`src/rtl/seq_pkg.sv`:
```
// Shared encodings for the 001/110 pattern transmitter and its detector.
package seq_pkg;

  typedef enum logic [1:0] {
    IDLE = 2'd0,
    SEND = 2'd1,
    GAPS = 2'd2,
    DONE = 2'd3
  } state_e;

  localparam logic [2:0] PAT_001 = 3'b001;
  localparam logic [2:0] PAT_110 = 3'b110;

endpackage

```
`src/rtl/seq_pattern_tx_if.sv`:
```
// Request/serial-output bundle of the pattern transmitter; no flow control,
// the requester simply holds start and watches busy/done.
interface seq_pattern_tx_if #(
  parameter int RW = 4
);
  logic          start;
  logic          sel;
  logic [RW-1:0] rep;
  logic          o;
  logic          busy;
  logic          done;
  logic [1:0]    st;

  modport master (output start, sel, rep, input o, busy, done, st);
  modport slave  (input start, sel, rep, output o, busy, done, st);
endinterface

```
`src/rtl/seq_shift.sv`:
```
// Pattern register with MSB-first bit index; bit_o/last_o are valid the cycle
// after load/rewind/step, no backpressure (the FSM decides when to step).
module seq_shift #(
  parameter int W = 3
) (
  input  logic         ck,
  input  logic         rs_n,
  input  logic         load_i,
  input  logic         rewind_i,
  input  logic         step_i,
  input  logic [W-1:0] pat_i,
  output logic         bit_o,
  output logic         msb_o,
  output logic         last_o
);
  localparam int BW = (W > 2) ? $clog2(W) : 1;
  localparam logic [BW-1:0] IDX_START = BW'(W - 2);

  logic [W-1:0]  pat_q;
  logic [BW-1:0] bcnt_q;
  logic          last_q;

  // The MSB leaves on the load/rewind edge itself, so the index starts one below it.
  always_ff @(posedge ck or negedge rs_n) begin
    if (!rs_n) begin
      pat_q  <= '0;
      bcnt_q <= '0;
      last_q <= 1'b0;
    end else if (load_i) begin
      pat_q  <= pat_i;
      bcnt_q <= IDX_START;
      last_q <= 1'b0;
    end else if (rewind_i) begin
      bcnt_q <= IDX_START;
      last_q <= 1'b0;
    end else if (step_i) begin
      if (bcnt_q == '0) begin
        last_q <= 1'b1;
      end else begin
        bcnt_q <= bcnt_q - BW'(1);
      end
    end
  end

  assign bit_o  = pat_q[bcnt_q];
  assign msb_o  = pat_q[W-1];
  assign last_o = last_q;

endmodule

```
`src/rtl/seq_pattern_tx.sv`:
```
// Serial 3-bit pattern transmitter: first bit on o the edge after an accepted start,
// frame = rep*W + (rep-1)*GAP cycles, then one DONE cycle; start is ignored unless IDLE.
module seq_pattern_tx
  import seq_pkg::*;
#(
  parameter int           W        = 3,
  parameter logic [W-1:0] PAT_A    = PAT_001,
  parameter logic [W-1:0] PAT_B    = PAT_110,
  parameter int           GAP      = 1,
  parameter logic         IDLE_LVL = 1'b0,
  parameter int           RW       = 4
) (
  input  logic             ck,
  input  logic             rs_n,
  seq_pattern_tx_if.slave  bus
);
  localparam int GW = (GAP > 0) ? $clog2(GAP + 1) : 1;
  localparam logic [GW-1:0] GAP_LD = (GAP > 0) ? GW'(GAP - 1) : '0;

  state_e        state_q;
  logic          o_q;
  logic          busy_q;
  logic          done_q;
  logic [RW-1:0] rcnt_q;
  logic [GW-1:0] gcnt_q;

  logic [W-1:0]  pat_d;
  logic          accept;
  logic          last_rep;
  logic          sh_rewind;
  logic          sh_step;
  logic          sh_bit;
  logic          sh_msb;
  logic          sh_last;

  assign pat_d    = bus.sel ? PAT_B : PAT_A;
  assign accept   = (state_q == IDLE) && bus.start && (bus.rep != '0);
  assign last_rep = (rcnt_q == RW'(1));
  assign sh_step  = (state_q == SEND) && !sh_last;
  // A new repetition restarts the index either straight away (no gap) or at the end of the gap.
  assign sh_rewind = ((state_q == SEND) && sh_last && !last_rep && (GAP == 0)) ||
                     ((state_q == GAPS) && (gcnt_q == '0));

  seq_shift #(.W(W)) u_shift (
    .ck       (ck),
    .rs_n     (rs_n),
    .load_i   (accept),
    .rewind_i (sh_rewind),
    .step_i   (sh_step),
    .pat_i    (pat_d),
    .bit_o    (sh_bit),
    .msb_o    (sh_msb),
    .last_o   (sh_last)
  );

  always_ff @(posedge ck or negedge rs_n) begin
    if (!rs_n) begin
      state_q <= IDLE;
      o_q     <= IDLE_LVL;
      busy_q  <= 1'b0;
      done_q  <= 1'b0;
      rcnt_q  <= '0;
      gcnt_q  <= '0;
    end else begin
      done_q <= 1'b0;
      case (state_q)
        IDLE: begin
          o_q <= IDLE_LVL;
          if (accept) begin
            rcnt_q  <= bus.rep;
            o_q     <= pat_d[W-1];
            busy_q  <= 1'b1;
            state_q <= SEND;
          end
        end
        SEND: begin
          if (!sh_last) begin
            o_q <= sh_bit;
          end else begin
            rcnt_q <= rcnt_q - RW'(1);
            if (last_rep) begin
              o_q     <= IDLE_LVL;
              busy_q  <= 1'b0;
              done_q  <= 1'b1;
              state_q <= DONE;
            end else if (GAP > 0) begin
              o_q     <= IDLE_LVL;
              gcnt_q  <= GAP_LD;
              state_q <= GAPS;
            end else begin
              o_q <= sh_msb;
            end
          end
        end
        GAPS: begin
          if (gcnt_q == '0) begin
            o_q     <= sh_msb;
            state_q <= SEND;
          end else begin
            o_q    <= IDLE_LVL;
            gcnt_q <= gcnt_q - GW'(1);
          end
        end
        DONE: begin
          o_q     <= IDLE_LVL;
          busy_q  <= 1'b0;
          state_q <= IDLE;
        end
        default: begin
          o_q     <= IDLE_LVL;
          busy_q  <= 1'b0;
          state_q <= IDLE;
        end
      endcase
    end
  end

  assign bus.o    = o_q;
  assign bus.busy = busy_q;
  assign bus.done = done_q;
  assign bus.st   = state_q;

endmodule

```
`src/flat_wrapper.sv`:
```
// flat-port wrapper written by rule: the top's interface ports become plain ports
module seq_pattern_tx_flat import seq_pkg::*;
#(
  parameter int           W        = 3,
  parameter logic [W-1:0] PAT_A    = PAT_001,
  parameter logic [W-1:0] PAT_B    = PAT_110,
  parameter int           GAP      = 1,
  parameter logic         IDLE_LVL = 1'b0,
  parameter int           RW       = 4
)
  (ck, rs_n, bus_start, bus_sel, bus_rep, bus_o, bus_busy, bus_done, bus_st);
  seq_pattern_tx_if #(.RW(RW)) bus_i ();
  input  logic ck;
  input  logic rs_n;
  input wire logic [$bits(bus_i.start)-1:0] bus_start;
  input wire logic [$bits(bus_i.sel)-1:0] bus_sel;
  input wire logic [$bits(bus_i.rep)-1:0] bus_rep;
  output wire logic [$bits(bus_i.o)-1:0] bus_o;
  output wire logic [$bits(bus_i.busy)-1:0] bus_busy;
  output wire logic [$bits(bus_i.done)-1:0] bus_done;
  output wire logic [$bits(bus_i.st)-1:0] bus_st;
  assign bus_i.start = bus_start;
  assign bus_i.sel = bus_sel;
  assign bus_i.rep = bus_rep;
  assign bus_o = bus_i.o;
  assign bus_busy = bus_i.busy;
  assign bus_done = bus_i.done;
  assign bus_st = bus_i.st;
  seq_pattern_tx #(.W(W), .PAT_A(PAT_A), .PAT_B(PAT_B), .GAP(GAP), .IDLE_LVL(IDLE_LVL), .RW(RW)) u_core (.ck(ck), .rs_n(rs_n), .bus(bus_i));
endmodule
```
`config.mk`:
```
export PLATFORM = sky130hd
export DESIGN_NAME = seq_pattern_tx_flat
export DESIGN_NICKNAME = d
export VERILOG_FILES = /design/src/rtl/seq_pkg.sv /design/src/rtl/seq_pattern_tx_if.sv /design/src/rtl/seq_shift.sv /design/src/rtl/seq_pattern_tx.sv /design/src/flat_wrapper.sv
export SDC_FILE = /design/constraint.sdc
export NUM_CORES = 1
export LEC_CHECK = 0
export BUFFER_PORTS_ARGS = -buffer_cell sky130_fd_sc_hd__buf_2
export CELL_PAD_IN_SITES_DETAIL_PLACEMENT = 1
export CELL_PAD_IN_SITES_GLOBAL_PLACEMENT = 1
export CORE_UTILIZATION = 30
export DETAILED_ROUTE_END_ITERATION = 8
export PLACE_DENSITY_LB_ADDON = 0.15
export SLEW_MARGIN = 25
export SYNTH_ARGS = -nofsm -noshare
export SYNTH_HDL_FRONTEND = slang
export SYNTH_HIERARCHICAL = 1
export SYNTH_SLANG_ARGS = --single-unit
```
`constraint.sdc`:
```
create_clock -name ck -period 2.2 [get_ports ck]
set_input_delay 0.22 -clock ck [delete_from_list [all_inputs] [get_ports ck]]
set_output_delay 0.22 -clock ck [all_outputs]
set_load 0.02 [all_outputs]
```
==> out/results.txt, run 1 <==
status: finished clean
Final period util: 0.751
family with the most delay on the worst path: simple AND/OR/NAND/NOR gates
Die Ht: 54.9 um
Final Max Tran Viols: 0
core area: 0.00257 sq mm
fin crit period: 1.65 ns
Int Power: 0.812 mW
Max transition margin: 0.659
cells after synthesis: 81
hold_buf cts: 1
H-Tree Depth: 1
P_sw: 0.590 mW
maximum VDD drop: 0.639 mV
Combinational Power Share: 0.501
clk_skew: 0.00779 ns
vias in the first global route: 717
wire length on met2: 897 um
Net Sw Frac: 0.421
Final setup viols: 0
met1 wire length: 1050 um
sequential area share after synthesis: 0.447
area leader, netlist: dfrtp_1
routed length on met3: 78 um
worst skew pair latency: 0.28 ns
top cells by area, synth: dfrtp_1, ha_1, mux2_2
drt pass-1 iters: 4
final instance area: 988 sq um
most instantiated cells after synthesis: dfrtp_1, inv_1, a21oi_1, nor3_1
post-DR wirelength/cell: 15.9 um
critical path class: register to register
Post-route DRC: 0
die width: 54.9 um
most common cell in the netlist: dfrtp_1
Ports: 13
hold crit path type: primary input to register
setup tns final: 0 ns
GR Overflow Total: 0
Sequential Area: 375 sq um
clock-pin slew on the worst setup and hold paths: 0.09 ns
Max Cap Viol: 0
Crit Path Max Fanout: 14
part of the power in registers: 0.387
antenna violations before repair: 0
clock root cell: clkbuf_4
DR top layer: met4
I/O Buffers: 12
Antenna diodes: 0
synth unique cells: 33
worst path bufs/invs: 0
post-synth design cell area: 840 sq um
final wirelength: 2050 um
crit end category: register
Slowest cell on crit path: dfrtp_1
vias: 698
Startpoint Class: register
post-CTS sizing: 0
Worst Tran Pin Value: 0.507 ns
Async S/R FF share, synth: 1.00
DP HPWL: 1500 um
row count: 18
CP required: 2.38 ns
Clock Path Buffers: 2
CP Data Arrival Time: 1.83 ns
Syn-to-layout area delta: 17.7%
share of the synthesized area in the top cell type: 0.447
Hold Fails Final Rpt: 0
CP cell instances: nor3_1 > nor2b_4 > nor2_1 > a2111oi_2
Layout fillers: 309
#FFs+latches synth: 15
Avg Inst Size Synth: 10.4 sq um
Initial Util: 0.327
layout net count: 111
DR vias/cell: 5.41
GRT Util Overall: 0.167
Sink Count: 15
CP peak stage delay: 0.53 ns
R2R Setup Slk: 0.55 ns
area of the multi-input gates: 427 sq um
first-pass GRT wire length: 3420 um
TritonCTS clock tree: built
pwr/cell area: 1420 mW/mm^2
number of setup buffers added after CTS: 0
Area after DPL: 952 sq um
highest clock rate: 605 MHz
most used flip-flop cell after synthesis: dfrtp_1
Synth warnings: 6
share of layout cells above drive strength 1: 0.253
GP Congestion: 0.795
Die ar.: 0.00301 sq mm
largest net degree at the start of global routing: 16
syn_nets: 92
Post-synth EDFFs: 0
P_leak: 0.444 nW
RSZ-0062 raised after global routing: false
Iter 0 DRT Violations: 11
Detail Route Antenna Nets: 0
Clock power frac: 0.112
CTS Buf Count: 3
-- layout make-up --
cell class / count / share of cell area
clock buffer: 4 / 0.0266
inverter: 8 / 0.0304
multi-input combinational: 56 / 0.432
sequential: 15 / 0.380
tap: 30 / 0.0380
timing repair buffer: 16 / 0.0937
-- cells by family (layout without fill, tap and decap cells) --
kind of cell / after synthesis / after routing / synth area share
buffers and inverters: 10 / 28 / 0.0447
DFF: 15 / 15 / 0.447
muxes: 4 / 4 / 0.0522
adders and majority gates: 3 / 3 / 0.0447
xor gates and xnor gates: 1 / 1 / 0.0104
AOI/OAI and AO/OA: 22 / 22 / 0.200
and+or+nand+nor: 26 / 26 / 0.201
-- layer usage --
metal,GRT usage,vias up
met5,0,-
met4,0.0458,0
met3,0.0601,2
met2,0.255,13
met1,0.221,340
li1,-,343
-- state kept, by name, indices dropped and copies added, names as in the netlist --
signal	cells
u_core/u_shift/last_o	1
u_core/bus.o	1
u_core/bus.done	1
u_core/bus.st	2
u_core/rcnt_q	4
u_core/u_shift/pat_q	3
u_core/u_shift/bcnt_q	2
u_core/bus.busy	1
-- stage by stage --
stage	util	worst slack (ns)	cells	hold WS (ns)	power, mW
after global placement	0.371	0.591	124	0.157	1.24
after floorplan	-	0.456	81	-0.0756	1.04
final	0.385	0.548	129	0.204	1.40
after global routing	0.385	0.396	129	0.199	1.53
after detailed placement	0.371	0.528	124	0.150	1.25
after CTS	0.385	0.526	129	0.197	1.41
-- cells in the final DEF (no fill, tap or decap), types with 2 or more instances in the layout --
cell type / instances
buf_4: 3
clkbuf_4: 3
nor4_1: 2
a21oi_1: 5
nand2b_1: 2
inv_1: 8
nor2b_1: 4
a32oi_1: 2
buf_2: 12
mux2_2: 3
nor3_1: 5
nor2_1: 2
dfrtp_1: 15
or3_1: 3
nand3_1: 3
o21ai_0: 4
ha_1: 3
-- power by group through the flow --
stage / combinational [mW] / sequential (mW) / clock [mW]
after floorplan: 0.509 / 0.531 / 0
after global placement: 0.694 / 0.542 / 0
after detailed placement: 0.702 / 0.544 / 0
after CTS: 0.706 / 0.539 / 0.166
after global routing: 0.787 / 0.562 / 0.179
final: 0.702 / 0.542 / 0.158
-- worst paths after layout --
kind	start	endpoint	cells past startpoint
max in group asynchronous	rs_n	u_core/rcnt_q[3]	2
setup reg to reg	u_core/bus.st[1]	u_core/u_shift/bcnt_q[1]	4
hold reg to reg	u_core/u_shift/pat_q[1]	u_core/u_shift/pat_q[1]	1
setup / recovery	u_core/bus.st[1]	u_core/u_shift/bcnt_q[1]	4
min in group asynchronous	rs_n	u_core/bus.done	2
hold / removal	bus_sel	u_core/u_shift/pat_q[2]	2
No activity file was read; power rests on OpenSTA's default activity.
==> inputs of run 2 (changes only) <==
Clock period 2.2 ns to 1.4 ns, I/O delays scaled along.
==> run 2 against run 1 <==
  * Sequential share of layout area shrank 7.9 points
  * Register-to-register slack lost 0.54 ns
  * Clock-buffer cell count shrank 1
  * Clock skew is essentially flat
  * Design area grew 27%
  * Clock power grew 69%
  * Non-clock buffer count grew 17
  * Critical path depth grew 1
  * Critical path type unchanged
  * Largest cell class unchanged
  * Largest power group unchanged
==> out/results.txt, run 2 (synthesis results as in run 1) <==
H-Tree Depth: 1 (unchanged)
Layout fillers: 291 (-5.8%)
Initial Util: 0.327 (unchanged)
CP Data Arrival Time: 1.61 ns (-0.22 ns)
Ports: 13 (unchanged)
Final Max Tran Viols: 0 (unchanged)
Tot Pwr: 2.94 mW (+110%)
highest clock rate: 720 MHz (+19%)
area of the multi-input gates: 536 sq um (+26%)
clock root cell: clkbuf_4
CP peak stage delay: 0.42 ns (-0.11 ns)
GR Overflow Total: 0 (unchanged)
P_leak: 0.552 nW (+24%)
CP required: 1.63 ns (-0.75 ns)
pwr/cell area: 2330 mW/mm^2 (+65%)
row count: 18 (unchanged)
post-route insts no fill: 146 (+13%)
Die ar.: 0.00301 sq mm (unchanged)
Max transition margin: 0.725 (+0.0661)
Most flops, register: u_core/rcnt_q
Syn-to-layout area delta: 49.9%
Final setup viols: 0 (unchanged)
family with the most delay on the worst path: flip-flops
post-DR wirelength/cell: 16.3 um (+2.5%)
worst path bufs/invs: 1 (+1)
hold crit path type: primary input to register
Sink Count: 15 (unchanged)
largest net degree at the start of global routing: 16 (unchanged)
Detail Route Antenna Nets: 0 (unchanged)
Slowest cell on crit path: dfrtp_1
fin util: 0.490 (+0.105)
setup tns final: 0 ns (unchanged)
DR vias/cell: 5.23 (-3.4%)
critical path class: register to register
CP cell instances: inv_2 > ha_4 > or3b_4 > a21oi_2 > a2bb2oi_2
Max Cap Viol: 0 (unchanged)
Worst Tran Pin Value: 0.411 ns (-0.0953 ns)
RSZ-0062 raised after global routing: true
placed cells: 135 (+8.9%)
vias in the first global route: 754 (+5.2%)
TritonCTS clock tree: built
I/O Buffers: 12 (unchanged)
clock-pin slew on the worst setup and hold paths: 0.10 ns (about the same)
Hold Fails Final Rpt: 0 (unchanged)
maximum VDD drop: 1.22 mV (+91%)
drt pass-1 iters: 4 (unchanged)
Sequential Area: 379 sq um (+1.0%)
Die Ht: 54.9 um (unchanged)
crit end category: register
GP Congestion: 0.815 (+2.6%)
vias: 763 (+9.3%)
clk_skew: 0.00740 ns (-0.000400 ns)
Post-route DRC: 0 (unchanged)
Crit Path Max Fanout: 3 (-11)
commonest cells after routing, fill and taps aside: buf_4, buf_2, dfrtp_1
status: finished clean
antenna violations before repair: 0 (unchanged)
first-pass GRT wire length: 3710 um (+8.5%)
Antenna diodes: 0 (unchanged)
final wirelength: 2370 um (+16%)
CTS Buf Count: 3 (unchanged)
share of layout cells above drive strength 1: 0.543 (+0.291)
die width: 54.9 um (unchanged)
R2R Setup Slk: 0.01 ns (-0.54 ns)
GRT Util Overall: 0.182 (+0.0148)
worst skew pair latency: 0.30 ns (+0.02 ns)
Largest regs: u_core/rcnt_q (4), u_core/u_shift/pat_q (3)
final hold slack: 0.105 ns (-0.0989 ns)
Final period util: 0.992 (+0.241)
most common cell after layout, fill and taps aside: buf_4
core area: 0.00257 sq mm (unchanged)
fin crit period: 1.39 ns (-0.263 ns)
Iter 0 DRT Violations: 19 (+8)
max reg flops: 4 (unchanged)
layout net count: 128 (+15%)
Startpoint Class: register
Clock Path Buffers: 2 (unchanged)
DP HPWL: 1750 um (+16%)
run 2: layout make-up:
cell class / instances / area share
Tap cell: 30 / 0.0298
Inverter: 8 / 0.0239
Clock buffer: 3 / 0.0179
Timing Repair Buffer: 33 / 0.198
Multi-Input combinational cell: 56 / 0.425
Sequential cell: 15 / 0.301
Clock inverter: 1 / 0.00398
run 2: per-layer routing:
layer | track usage | vias to the layer above | part of all wire
met1 | 0.248 | 371 | 0.51
met2 | 0.281 | 13 | 0.46
li1 | - | 377 | -
met5 | 0 | - | 0
met3 | 0.0574 | 2 | 0.027
met4 | 0.0375 | 0 | 0.0067
run 2: path summary, 6_finish.rpt:
check,endpoint,startpoint,cells past startpoint
min in group asynchronous,u_core/rcnt_q[3],rs_n,2
max in group asynchronous,u_core/bus.st[0],rs_n,2
max reg2reg,u_core/bus.st[0],u_core/rcnt_q[1],5
max,u_core/bus.st[0],u_core/rcnt_q[1],5
min reg2reg,u_core/u_shift/pat_q[1],u_core/u_shift/pat_q[1],1
min,u_core/u_shift/pat_q[2],bus_sel,2
run 2: worst register-to-register path: stages, from the launching register on:
cell and delay (ns):
dfrtp_1 0.42, inv_2 0.09, ha_4 0.12, or3b_4 0.40, a21oi_2 0.16, a2bb2oi_2 0.13
run 2: per-stage QoR:
step                area [sq um]  setup WS [ns]
floorplan                    882        -0.0204
global placement            1090        -0.0211
detailed placement          1090        -0.0312
CTS                         1160       -0.00107
global route                1260        -0.0514
finish                      1260         0.0112
run 2: timing repair:
action | 4_1_cts | 5_1_grt
gates resized for setup | 5 | 14
setup endpoints to repair | 7 | 8
pin swaps | 2 | 4
setup buffers | 2 | 4
endpoints found under the hold margin | 15 | 0
hold buffers | 1 | 0
run 2: report_power, final:
group          leakage (nW)  switching [mW]  internal, mW
logic                 0.357           0.841         0.990
registers             0.178           0.196         0.644
clock network        0.0177           0.161         0.107
total                 0.552            1.20          1.74
